`config.mk`:
```
export PLATFORM = sky130hd
export DESIGN_NAME = ysyx_22040386_clint
export DESIGN_NICKNAME = d
export VERILOG_FILES = /design/src/rtl/ysyx_22040386_clint_pkg.sv /design/src/rtl/ysyx_22040386_clint_tick.sv /design/src/rtl/ysyx_22040386_clint.sv
export SDC_FILE = /design/constraint.sdc
export NUM_CORES = 1
export LEC_CHECK = 0
export ABC_AREA = 1
export CAP_MARGIN = 0
export CELL_PAD_IN_SITES_DETAIL_PLACEMENT = 1
export CELL_PAD_IN_SITES_GLOBAL_PLACEMENT = 1
export CORE_MARGIN = 4
export CORE_UTILIZATION = 48
export DETAILED_ROUTE_END_ITERATION = 10
export DONT_BUFFER_PORTS = 1
export GPL_ROUTABILITY_DRIVEN = 0
export PLACE_DENSITY_LB_ADDON = 0.1
export SYNTH_ARGS = -nofsm -noshare
export SYNTH_HDL_FRONTEND = slang
export SYNTH_HIERARCHICAL = 1
export SYNTH_SLANG_ARGS = --single-unit
```
`constraint.sdc`:
```
create_clock -name i_CLINT_clk -period 4.4 [get_ports i_CLINT_clk]
set_input_delay 1.1 -clock i_CLINT_clk [delete_from_list [all_inputs] [get_ports i_CLINT_clk]]
set_output_delay 1.1 -clock i_CLINT_clk [all_outputs]
set_load 0.02 [all_outputs]
```
`src/rtl/ysyx_22040386_clint_pkg.sv`:
```
// Shared constants for the core-local interruptor: register offsets inside
// the CLINT region and the mtimecmp reset value.
package ysyx_22040386_clint_pkg;

  localparam logic [63:0] CLINT_MSIP_OFF     = 64'h0000_0000_0000_0000;
  localparam logic [63:0] CLINT_MTIMECMP_OFF = 64'h0000_0000_0000_4000;
  localparam logic [63:0] CLINT_MTIME_OFF    = 64'h0000_0000_0000_BFF8;

  // All ones keeps mtime >= mtimecmp false out of reset, so no stray interrupt.
  localparam logic [63:0] MTIMECMP_RST       = 64'hFFFF_FFFF_FFFF_FFFF;

endpackage

```
`src/rtl/ysyx_22040386_clint_tick.sv`:
```
// mtime prescaler: emits a one-cycle tick strobe every TICK_DIV cycles.
// With TICK_DIV == 1 every cycle is a tick and no counter exists.
module ysyx_22040386_clint_tick #(
  parameter int TICK_DIV = 1
) (
  input  logic i_clk,
  input  logic i_rst,
  output logic o_tick
);

  generate
    if (TICK_DIV == 1) begin : g_nodiv
      logic unused_clk_rst;
      assign unused_clk_rst = i_clk ^ i_rst;
      assign o_tick = 1'b1;
    end else begin : g_div
      localparam int CW = $clog2(TICK_DIV);
      localparam logic [CW-1:0] LAST = CW'(TICK_DIV - 1);

      logic [CW-1:0] cnt_q;
      logic [CW-1:0] cnt_d;

      // Count 0..TICK_DIV-1 and wrap; the last count is the tick cycle.
      always_comb begin
        cnt_d = cnt_q + CW'(1);
        if (cnt_q == LAST) cnt_d = '0;
      end

      // Prescaler register.
      always_ff @(posedge i_clk) begin
        if (i_rst) cnt_q <= '0;
        else       cnt_q <= cnt_d;
      end

      assign o_tick = (cnt_q == LAST);
    end
  endgenerate

endmodule

```
`src/rtl/ysyx_22040386_clint.sv`:
```
// Core-local interruptor: mtime / mtimecmp responder for MEM-stage accesses
// and machine timer interrupt pending generation.
// Optional msip register enabled by defining YSYX_22040386_CLINT_MSIP_EN.
module ysyx_22040386_clint
  import ysyx_22040386_clint_pkg::*;
#(
  parameter logic [63:0] BASE_ADDR = 64'h0000_0000_0200_0000,
  parameter int          TICK_DIV  = 1
) (
  input  logic        i_CLINT_clk,
  input  logic        i_CLINT_rst,
  input  logic        i_CLINT_ren,
  input  logic        i_CLINT_wen,
  input  logic [63:0] i_CLINT_addr,
  input  logic [63:0] i_CLINT_wdata,
  input  logic [7:0]  i_CLINT_wmask,
  output logic        o_CLINT_hit,
  output logic [63:0] o_CLINT_rdata,
  output logic        o_CLINT_mtip
`ifdef YSYX_22040386_CLINT_MSIP_EN
  ,output logic       o_CLINT_msip
`endif
);

  // Doubleword-granular addresses; the byte offset within a doubleword is
  // handled by the MEM unit's lane logic.
  localparam logic [60:0] MTIME_DW    = 61'((BASE_ADDR + CLINT_MTIME_OFF) >> 3);
  localparam logic [60:0] MTIMECMP_DW = 61'((BASE_ADDR + CLINT_MTIMECMP_OFF) >> 3);

  function automatic logic [63:0] merge_bytes(input logic [63:0] old_v,
                                              input logic [63:0] new_v,
                                              input logic [7:0]  mask);
    logic [63:0] m;
    for (int b = 0; b < 8; b++) m[8*b +: 8] = {8{mask[b]}};
    return (old_v & ~m) | (new_v & m);
  endfunction

  logic        tick;
  logic        sel_mtime;
  logic        sel_cmp;
  logic        sel_msip;
  logic [63:0] mtime_q, mtime_d;
  logic [63:0] mtimecmp_q, mtimecmp_d;
  logic        mtip_q, mtip_d;
  logic        unused_addr;

  assign unused_addr = ^i_CLINT_addr[2:0];

  ysyx_22040386_clint_tick #(
    .TICK_DIV(TICK_DIV)
  ) u_tick (
    .i_clk  (i_CLINT_clk),
    .i_rst  (i_CLINT_rst),
    .o_tick (tick)
  );

  assign sel_mtime = (i_CLINT_addr[63:3] == MTIME_DW);
  assign sel_cmp   = (i_CLINT_addr[63:3] == MTIMECMP_DW);

`ifdef YSYX_22040386_CLINT_MSIP_EN
  localparam logic [60:0] MSIP_DW = 61'((BASE_ADDR + CLINT_MSIP_OFF) >> 3);
  logic msip_q, msip_d;

  assign sel_msip     = (i_CLINT_addr[63:3] == MSIP_DW);
  assign o_CLINT_msip = msip_q;

  // Software interrupt bit: only lane 0, bit 0 is writable.
  always_comb begin
    msip_d = msip_q;
    if (i_CLINT_wen && sel_msip && i_CLINT_wmask[0]) msip_d = i_CLINT_wdata[0];
  end

  // msip register.
  always_ff @(posedge i_CLINT_clk) begin
    if (i_CLINT_rst) msip_q <= 1'b0;
    else             msip_q <= msip_d;
  end
`else
  assign sel_msip = 1'b0;
`endif

  assign o_CLINT_hit  = sel_mtime | sel_cmp | sel_msip;
  assign o_CLINT_mtip = mtip_q;

  // Next-state: a store beats a same-cycle tick; mtip compares current values.
  always_comb begin
    mtime_d    = mtime_q;
    mtimecmp_d = mtimecmp_q;
    if (i_CLINT_wen && sel_mtime)
      mtime_d = merge_bytes(mtime_q, i_CLINT_wdata, i_CLINT_wmask);
    else if (tick)
      mtime_d = mtime_q + 64'd1;
    if (i_CLINT_wen && sel_cmp)
      mtimecmp_d = merge_bytes(mtimecmp_q, i_CLINT_wdata, i_CLINT_wmask);
    mtip_d = (mtime_q >= mtimecmp_q);
  end

  // Timer state registers.
  always_ff @(posedge i_CLINT_clk) begin
    if (i_CLINT_rst) begin
      mtime_q    <= 64'd0;
      mtimecmp_q <= MTIMECMP_RST;
      mtip_q     <= 1'b0;
    end else begin
      mtime_q    <= mtime_d;
      mtimecmp_q <= mtimecmp_d;
      mtip_q     <= mtip_d;
    end
  end

  // Same-cycle read mux; returns pre-write values and zero when not reading.
  always_comb begin
    o_CLINT_rdata = 64'd0;
    if (i_CLINT_ren) begin
      if (sel_mtime)    o_CLINT_rdata = mtime_q;
      else if (sel_cmp) o_CLINT_rdata = mtimecmp_q;
`ifdef YSYX_22040386_CLINT_MSIP_EN
      else if (sel_msip) o_CLINT_rdata = {63'd0, msip_q};
`endif
    end
  end

endmodule

```
==> flow_metrics.tcl, run 1 <==
set metrics [dict create \
    cts-root-buf "clkbuf_16" \
    path_cells "or2_2 > nor3_1 > nand2_1 > nor2_4 > nand2_1 > nand2_2 > nand2_4 > nor3_1 > buf_4" \
    drv_slew 0 \
    ys_seq_area_frac 0.230 \
    setup_viol 0 \
    worstSkewPairLatency_ns 0.43 \
    grt_pass1_wl_um 68800 \
    clk_pin_slew_worst_paths_ns 0.06 \
    core_area_mm2 0.0228 \
    antenna_found_initial 0 \
    stdcell_count 2300 \
    ys_ff_latch 129 \
    required_ns 3.30 \
    cp.arrival_ns 2.89 \
    rows 55 \
    yosys_warnings 6 \
    dp_hpwl_um 31800 \
    drive_above_1_share 0.0740 \
    timing.final.crit_share 0.908 \
    fp.dieW_um 161 \
    vias_per_cell 5.70 \
    chipHeight_um 161 \
    worst_pin_slew_ns 0.874 \
    crit_type "input port to output port" \
    dp.cells 2270 \
    tritoncts "yes" \
    cts_buffer_depth 2 \
    syn2layout_area_growth_pct 11.0 \
    synthArstFlopShare 0 \
    fin_tns_setup_ns 0 \
    synth_area_per_cell_um2 5.74 \
    critPathCaptureType "output port" \
    fillers 3382 \
    max_slew_margin 0.417 \
    fin_worst_skew_ns 0.00989 \
    numCtsBuffers 17 \
    startpoint_type "input port" \
    grt_max_degree 65 \
    total_power_uw 3150 \
    setup_ws_ns 0.406 \
    port_buffers 0 \
    diodes 0 \
    synth_common_cells "nand2_1, nor2_1, nand3_1, inv_1, dfxtp_1" \
    cpPeakStageDelay_ns 0.39 \
    vias 13112 \
    rsz0062_at_grt "false" \
    syn_nets 2161 \
    total_leakage_power_uw 0.00661 \
    wl_um 42500 \
    dr.pass1.iters 5 \
    hold_class "flip-flop to flip-flop" \
    grt_util_all_layers 0.324 \
    hold_buffers 0 \
    status "complete, no violations" \
    yosysUniqueCellTypes 39 \
    timing.hold.ws_ns 0.472 \
    power_per_cell_area_mw_per_mm2 253 \
    die-area_mm2 0.0259 \
    yosys_most_used_dff "dfxtp_1" \
    synthesis.area_mm2 0.0112 \
    drv_cap 0 \
    synth_top_area_share 0.230 \
    wl_per_cell_um 18.5 \
    htree_levels 4 \
    drc 0 \
    cts_resized 0 \
    cp_max_fo 64 \
    fin_crit_ns 3.99 \
    start_util 0.492 \
    crit_slowest_cell "nand2_4" \
    yosysMostFrequentCell "nand2_1" \
    cts.sinks 129 \
    grt_pass1_vias 13445 \
    synth.area.top_cells "dfxtp_1, nand2_1, nor2_1, nand3_1, ha_1" \
    peakVddDrop_mv 0.250 \
    register_area_mm2 0.00258 \
    synth_edf_count 0 \
    fmax_ghz 0.250 \
    ant_nets 0 \
    num_io_pins 206 \
    pre_cts_ws_ns 0.384 \
    grt.overflow.total 0 \
    hold_viol_final 0 \
    multi_input_area_mm2 0.00749 \
    postCtsSetupRepairBufs 0 \
    final_nets 2181 \
    synth_top_area_cell "dfxtp_1" \
    syn_inst 1956 \
    drt_iter0_drc 848 \
]
==> final cells by class <==
type                    instances  area share
repair buffers                 84      0.0516
clock inverters                 9      0.0143
clock buffers                  21      0.0385
flip-flops and latches        129       0.207
inverters                     186      0.0560
well taps                     313      0.0314
multi-input cells            1558       0.601
==> path summary, 6_finish.rpt <==
kind,start,endpoint,slack (ns),cells past startpoint
setup / recovery,i_CLINT_addr[4],o_CLINT_rdata[47],0.41,9
hold / removal,flip-flop,flip-flop,0.47,2
setup reg to reg,flip-flop,flip-flop,1.94,11
hold reg to reg,flip-flop,flip-flop,0.47,2
==> logic make-up after synthesis <==
logic type                 Yosys count  synth area share
and+or+nand+nor                   1291             0.490
other                                1          0.000334
DFF                                129             0.230
AOI/OAI and AO/OA                  179            0.0872
adders and majority gates           65            0.0724
buffers and inverters              269             0.103
xor gates and xnor gates            22            0.0172
==> metrics by stage <==
step	util	cell area, µm²
after floorplan	-	11200
after global placement	0.517	11800
after detailed placement	0.517	11800
after CTS	0.546	12500
after global routing	0.546	12500
final	0.546	12500
==> power breakdown <==
group | internal (µW) | switching, µW
Combinational | 91.0 | 163
Sequential | 1200 | 67.2
Clock | 1060 | 572
==> per-layer routing <==
metal,up-vias,track usage,part of all wire,wire [µm]
met4,0,0.118,0.028,1200
met5,-,0,0,0
met2,465,0.561,0.48,20200
met3,94,0.0564,0.073,3120
met1,6272,0.405,0.42,17900
li1,6281,-,-,-
==> cell usage in the layout (no fill, tap or decap), types with 3 or more instances in the layout <==
cell type  instances
and2_1             4
o21bai_1          13
dfxtp_1          129
bufinv_16          5
o21ai_1           42
clkbuf_16         17
nor2_2             3
clkbuf_8           4
o21ai_4            3
nand2_1          620
nand3b_1           5
o21a_1             5
nand2_4            3
nor2_4             5
nor3_1            22
inv_1            184
and2_0             3
o21ai_0           51
xnor2_1            6
nor2_1           340
nand4_1           54
buf_4             83
xor2_1            16
a21oi_1           63
nand3_1          212
nand2_2            9
ha_1              65
==> worst max-delay path: cells and delay by family <==
| family | cells | cell delay, ns |
|---|---|---|
| and+or+nand+nor | 8 | 1.57 |
| buffers and inverters | 1 | 0.19 |
Power figures use the tool's default switching activity.
==> run 2, diff against run 1 <==
--- a/config.mk
+++ b/config.mk
@@ -9,7 +9,7 @@
 export CAP_MARGIN = 0
 export CELL_PAD_IN_SITES_DETAIL_PLACEMENT = 1
 export CELL_PAD_IN_SITES_GLOBAL_PLACEMENT = 1
-export CORE_MARGIN = 4
+export CORE_MARGIN = 3
 export CORE_UTILIZATION = 48
 export DETAILED_ROUTE_END_ITERATION = 10
 export DONT_BUFFER_PORTS = 1
==> constraint.sdc (replaced) <==
create_clock -name i_CLINT_clk -period 4.97 [get_ports i_CLINT_clk]
set_input_delay 1.2425 -clock i_CLINT_clk [delete_from_list [all_inputs] [get_ports i_CLINT_clk]]
set_output_delay 1.2425 -clock i_CLINT_clk [all_outputs]
set_load 0.02 [all_outputs]
==> run 2 against run 1 <==
Combinational power down 12%. Clock skew rose by 0.0052 ns. Clock power is 19% lower. Setup slack gained 0.24 ns.
==> flow_metrics.tcl, run 2 (synthesized netlist as in run 1, its figures left out) <==
set metrics [dict create \
    dr.pass1.iters 5 \
    ant_nets 0 \
    final_nets 2177 \
    rows 55 \
    status "complete, no violations" \
    chipHeight_um 159 \
    core_area_mm2 0.0228 \
    total_power_uw 2660 \
    fin_worst_skew_ns 0.0151 \
    drv_cap 0 \
    fp.dieW_um 159 \
    start_util 0.492 \
    stdcell_count 2298 \
    die-area_mm2 0.0253 \
    required_ns 3.73 \
    setup_viol 0 \
    cp_max_fo 64 \
    diodes 0 \
    tritoncts "yes" \
    vias 13150 \
    total_leakage_power_uw 0.00655 \
    htree_levels 4 \
    timing.final.crit_share 0.869 \
    hold_viol_final 0 \
    fin_tns_setup_ns 0 \
    numCtsBuffers 17 \
    antenna_found_initial 0 \
    max_slew_margin 0.409 \
    dp.cells 2266 \
    wl_um 42500 \
    fmax_ghz 0.232 \
    postCtsSetupRepairBufs 0 \
    syn2layout_area_growth_pct 10.1 \
    cp.arrival_ns 3.08 \
    startpoint_type "input port" \
    worst_pin_slew_ns 0.886 \
    critPathCaptureType "output port" \
    grt.overflow.total 0 \
    cts_resized 0 \
    drc 0 \
    cts-root-buf "clkbuf_16" \
    wl_per_cell_um 18.5 \
    power_per_cell_area_mw_per_mm2 215 \
    dp_hpwl_um 31200 \
    rsz0062_at_grt "false" \
    grt_pass1_vias 13324 \
    fillers 3381 \
    layout_common_cells "nand2_1, nor2_1, nand3_1" \
    cts.sinks 129 \
    drv_slew 0 \
    final_common_cell "nand2_1" \
    grt_max_degree 118 \
    port_buffers 0 \
    hold_buffers 0 \
    worstSkewPairLatency_ns 0.45 \
    fin_crit_ns 4.32 \
    drt_iter0_drc 912 \
    num_io_pins 206 \
    grt_pass1_wl_um 68300 \
    clk_pin_slew_worst_paths_ns 0.06 \
    hold_class "flip-flop to flip-flop" \
    cts_buffer_depth 2 \
    drive_above_1_share 0.0720 \
    grt_util_all_layers 0.327 \
    vias_per_cell 5.72 \
    peakVddDrop_mv 0.140 \
    crit_type "input port to output port" \
]
-- run 2: changes by cell type in the layout (fill, tap and decap cells not counted), moves of 2 or more --
cell and change:
buf_4 -4, bufinv_16 -3, clkbuf_1 +2, clkbuf_8 -2, clkinvlp_4 +2, inv_6 +2
-- run 2: power breakdown --
group | internal, µW | switching [µW]
Clock | 769 | 550
Sequential | 1060 | 58.7
Combinational | 80.2 | 143
Total | 1910 | 752
-- run 2: layout make-up --
type / count / area, µm² / share of cell area
clock inverter: 11 / 130 / 0.0105
inverter: 186 / 698 / 0.0564
clock buffer: 21 / 460 / 0.0372
sequential: 129 / 2580 / 0.209
tap: 313 / 392 / 0.0317
multi-input combinational: 1558 / 7490 / 0.606
timing repair buffer: 80 / 613 / 0.0496
-- run 2: worst paths after layout --
| kind | from | endpoint | slack (ns) | depth (start not counted) |
|---|---|---|---|---|
| min | flip-flop | flip-flop | 0.47 | 2 |
| max reg2reg | flip-flop | flip-flop | 2.40 | 11 |
| max | i_CLINT_addr[4] | o_CLINT_rdata[62] | 0.65 | 9 |
| min reg2reg | flip-flop | flip-flop | 0.47 | 2 |
-- run 2: through the flow --
stage | setup slack [ns] | area (µm²) | hold WS (ns) | utilization
2_1_floorplan | 0.793 | 11200 | 0.442 | -
3_3_place_gp | 0.688 | 11800 | 0.454 | 0.516
3_5_place_dp | 0.652 | 11800 | 0.457 | 0.516
4_1_cts | 0.649 | 12400 | 0.476 | 0.541
5_1_grt | 0.498 | 12400 | 0.491 | 0.541
6_report | 0.651 | 12400 | 0.473 | 0.541
-- run 2: metal layers --
metal,share of wire,wire [µm],global-route usage,vias up
met3,0.062,2650,0.0593,74
li1,-,-,-,6281
met5,0,0,0,-
met1,0.43,18200,0.409,6370
met4,0.026,1120,0.111,0
met2,0.48,20500,0.568,425
-- run 2: critical path, stage by stage --
cell     delay (ns)
or2_2          0.29
nor3_1         0.21
nand2_1        0.13
nor2_4         0.10
nand2_1        0.06
nand2_2        0.09
nand2_4        0.39
a21oi_1        0.37
buf_4          0.19
==> run 3, diff against run 2 <==
--- a/config.mk
+++ b/config.mk
@@ -11,10 +11,13 @@
 export CELL_PAD_IN_SITES_GLOBAL_PLACEMENT = 1
 export CORE_MARGIN = 3
 export CORE_UTILIZATION = 48
+export CTS_BUF_LIST = sky130_fd_sc_hd__clkbuf_8 sky130_fd_sc_hd__clkbuf_16
 export DETAILED_ROUTE_END_ITERATION = 10
 export DONT_BUFFER_PORTS = 1
 export GPL_ROUTABILITY_DRIVEN = 0
 export PLACE_DENSITY_LB_ADDON = 0.1
+export SETUP_SLACK_MARGIN = 0.3
+export SLEW_MARGIN = 5
 export SYNTH_ARGS = -nofsm -noshare
 export SYNTH_HDL_FRONTEND = slang
 export SYNTH_HIERARCHICAL = 1
==> run 3 against run 2 <==
Critical path depth stayed put. First-iteration DRC count up 0.33%. Critical path type unchanged. Sequential share of layout area is the same. Cell count is the same. Hold slack hardly changed. Clock power about the same. Wire length about the same. Core utilization did not move. Highest routed layer unchanged.
==> flow_metrics.tcl, run 3 (synthesized netlist as in run 1, its figures left out) <==
set metrics [dict create \
    drv_cap 0 \
    worst_pin_slew_ns 0.886 \
    dp_hpwl_um 31200 \
    tritoncts "yes" \
    startpoint_type "input port" \
    dr.pass1.iters 5 \
    critPathCaptureType "output port" \
    final_nets 2177 \
    fillers 3381 \
    cp_max_fo 64 \
    chipHeight_um 159 \
    fp.dieW_um 159 \
    vias_per_cell 5.72 \
    total_leakage_power_uw 0.00656 \
    hold_class "flip-flop to flip-flop" \
    fin_crit_ns 4.32 \
    worstSkewPairLatency_ns 0.45 \
    fin_worst_skew_ns 0.0153 \
    cts-root-buf "clkbuf_16" \
    drv_slew 0 \
    fmax_ghz 0.232 \
    hold_buffers 0 \
    post-route-cell-area_mm2 0.0124 \
    drc 0 \
    timing.final.crit_share 0.869 \
    port_buffers 0 \
    start_util 0.492 \
    peakVddDrop_mv 0.140 \
    dp.cells 2266 \
    power_per_cell_area_mw_per_mm2 215 \
    hold_viol_final 0 \
    crit_type "input port to output port" \
    cts_buffer_depth 2 \
    clk_pin_slew_worst_paths_ns 0.06 \
    core_area_mm2 0.0228 \
    drt_iter0_drc 915 \
    total_power_uw 2660 \
    antenna_found_initial 0 \
    grt.overflow.total 0 \
    status "complete, no violations" \
    place_area_mm2 0.0118 \
    numCtsBuffers 17 \
    wl_um 42500 \
    ant_nets 0 \
    vias 13144 \
    drive_above_1_share 0.0720 \
    fin_tns_setup_ns 0 \
    cts_resized 0 \
    pre_cts_ws_ns 0.652 \
    cts.sinks 129 \
    die-area_mm2 0.0253 \
    syn2layout_area_growth_pct 10.1 \
    max_slew_margin 0.409 \
    num_io_pins 206 \
    wl_per_cell_um 18.5 \
    htree_levels 4 \
    setup_viol 0 \
    required_ns 3.73 \
    setup_ws_ns 0.651 \
    rows 55 \
    diodes 0 \
    postCtsSetupRepairBufs 0 \
    layout_common_cells "nand2_1, nor2_1, nand3_1" \
    grt_pass1_wl_um 68300 \
    grt_pass1_vias 13324 \
    cp.arrival_ns 3.08 \
    final_common_cell "nand2_1" \
    grt_max_degree 118 \
    stdcell_count 2298 \
    rsz0062_at_grt "false" \
    grt_util_all_layers 0.327 \
]
## run 3: cell count changes in the layout (fill, tap and decap cells not counted)
cell,delta
clkbuf_1,-2
inv_1,+2
## run 3: cell type report
cell class	instances	area, µm²	area share
clock buffers	19	453	0.0366
clock inverters	13	138	0.0111
flip-flops and latches	129	2580	0.209
repair buffers	80	613	0.0496
inverters	186	698	0.0564
multi-input cells	1558	7490	0.606
well taps	313	392	0.0317
## run 3: critical path, cell delays in order
cell,delay [ns]
or2_2,0.29
nor3_1,0.21
nand2_1,0.13
nor2_4,0.10
nand2_1,0.06
nand2_2,0.09
nand2_4,0.39
a21oi_1,0.37
buf_4,0.19
## run 3: report_power, final
part	internal (µW)	total [µW]	switching [µW]
combinational	80.2	223	143
sequential	1060	1120	58.6
clock	765	1310	550
## run 3: worst paths after layout
kind,slack (ns),endpoint,from,cells after the start
worst max-delay path,0.65,o_CLINT_rdata[62],i_CLINT_addr[4],9
worst min-delay path,0.47,flip-flop,flip-flop,2
worst max register to register,2.40,flip-flop,flip-flop,11
worst min register to register,0.47,flip-flop,flip-flop,2
## run 3: routing by layer
metal / global-route usage / share of wire / vias to the layer above
li1: - / - / 6281
met1: 0.409 / 0.43 / 6358
met2: 0.568 / 0.48 / 431
met3: 0.0593 / 0.064 / 74
met4: 0.111 / 0.026 / 0
met5: 0 / 0 / -
## run 3: metrics by stage
stage                util  hold slack [ns]
CTS                 0.541            0.476
global placement    0.516            0.454
global route        0.541            0.491
detailed placement  0.516            0.457
floorplan               -            0.442
finish              0.541            0.473
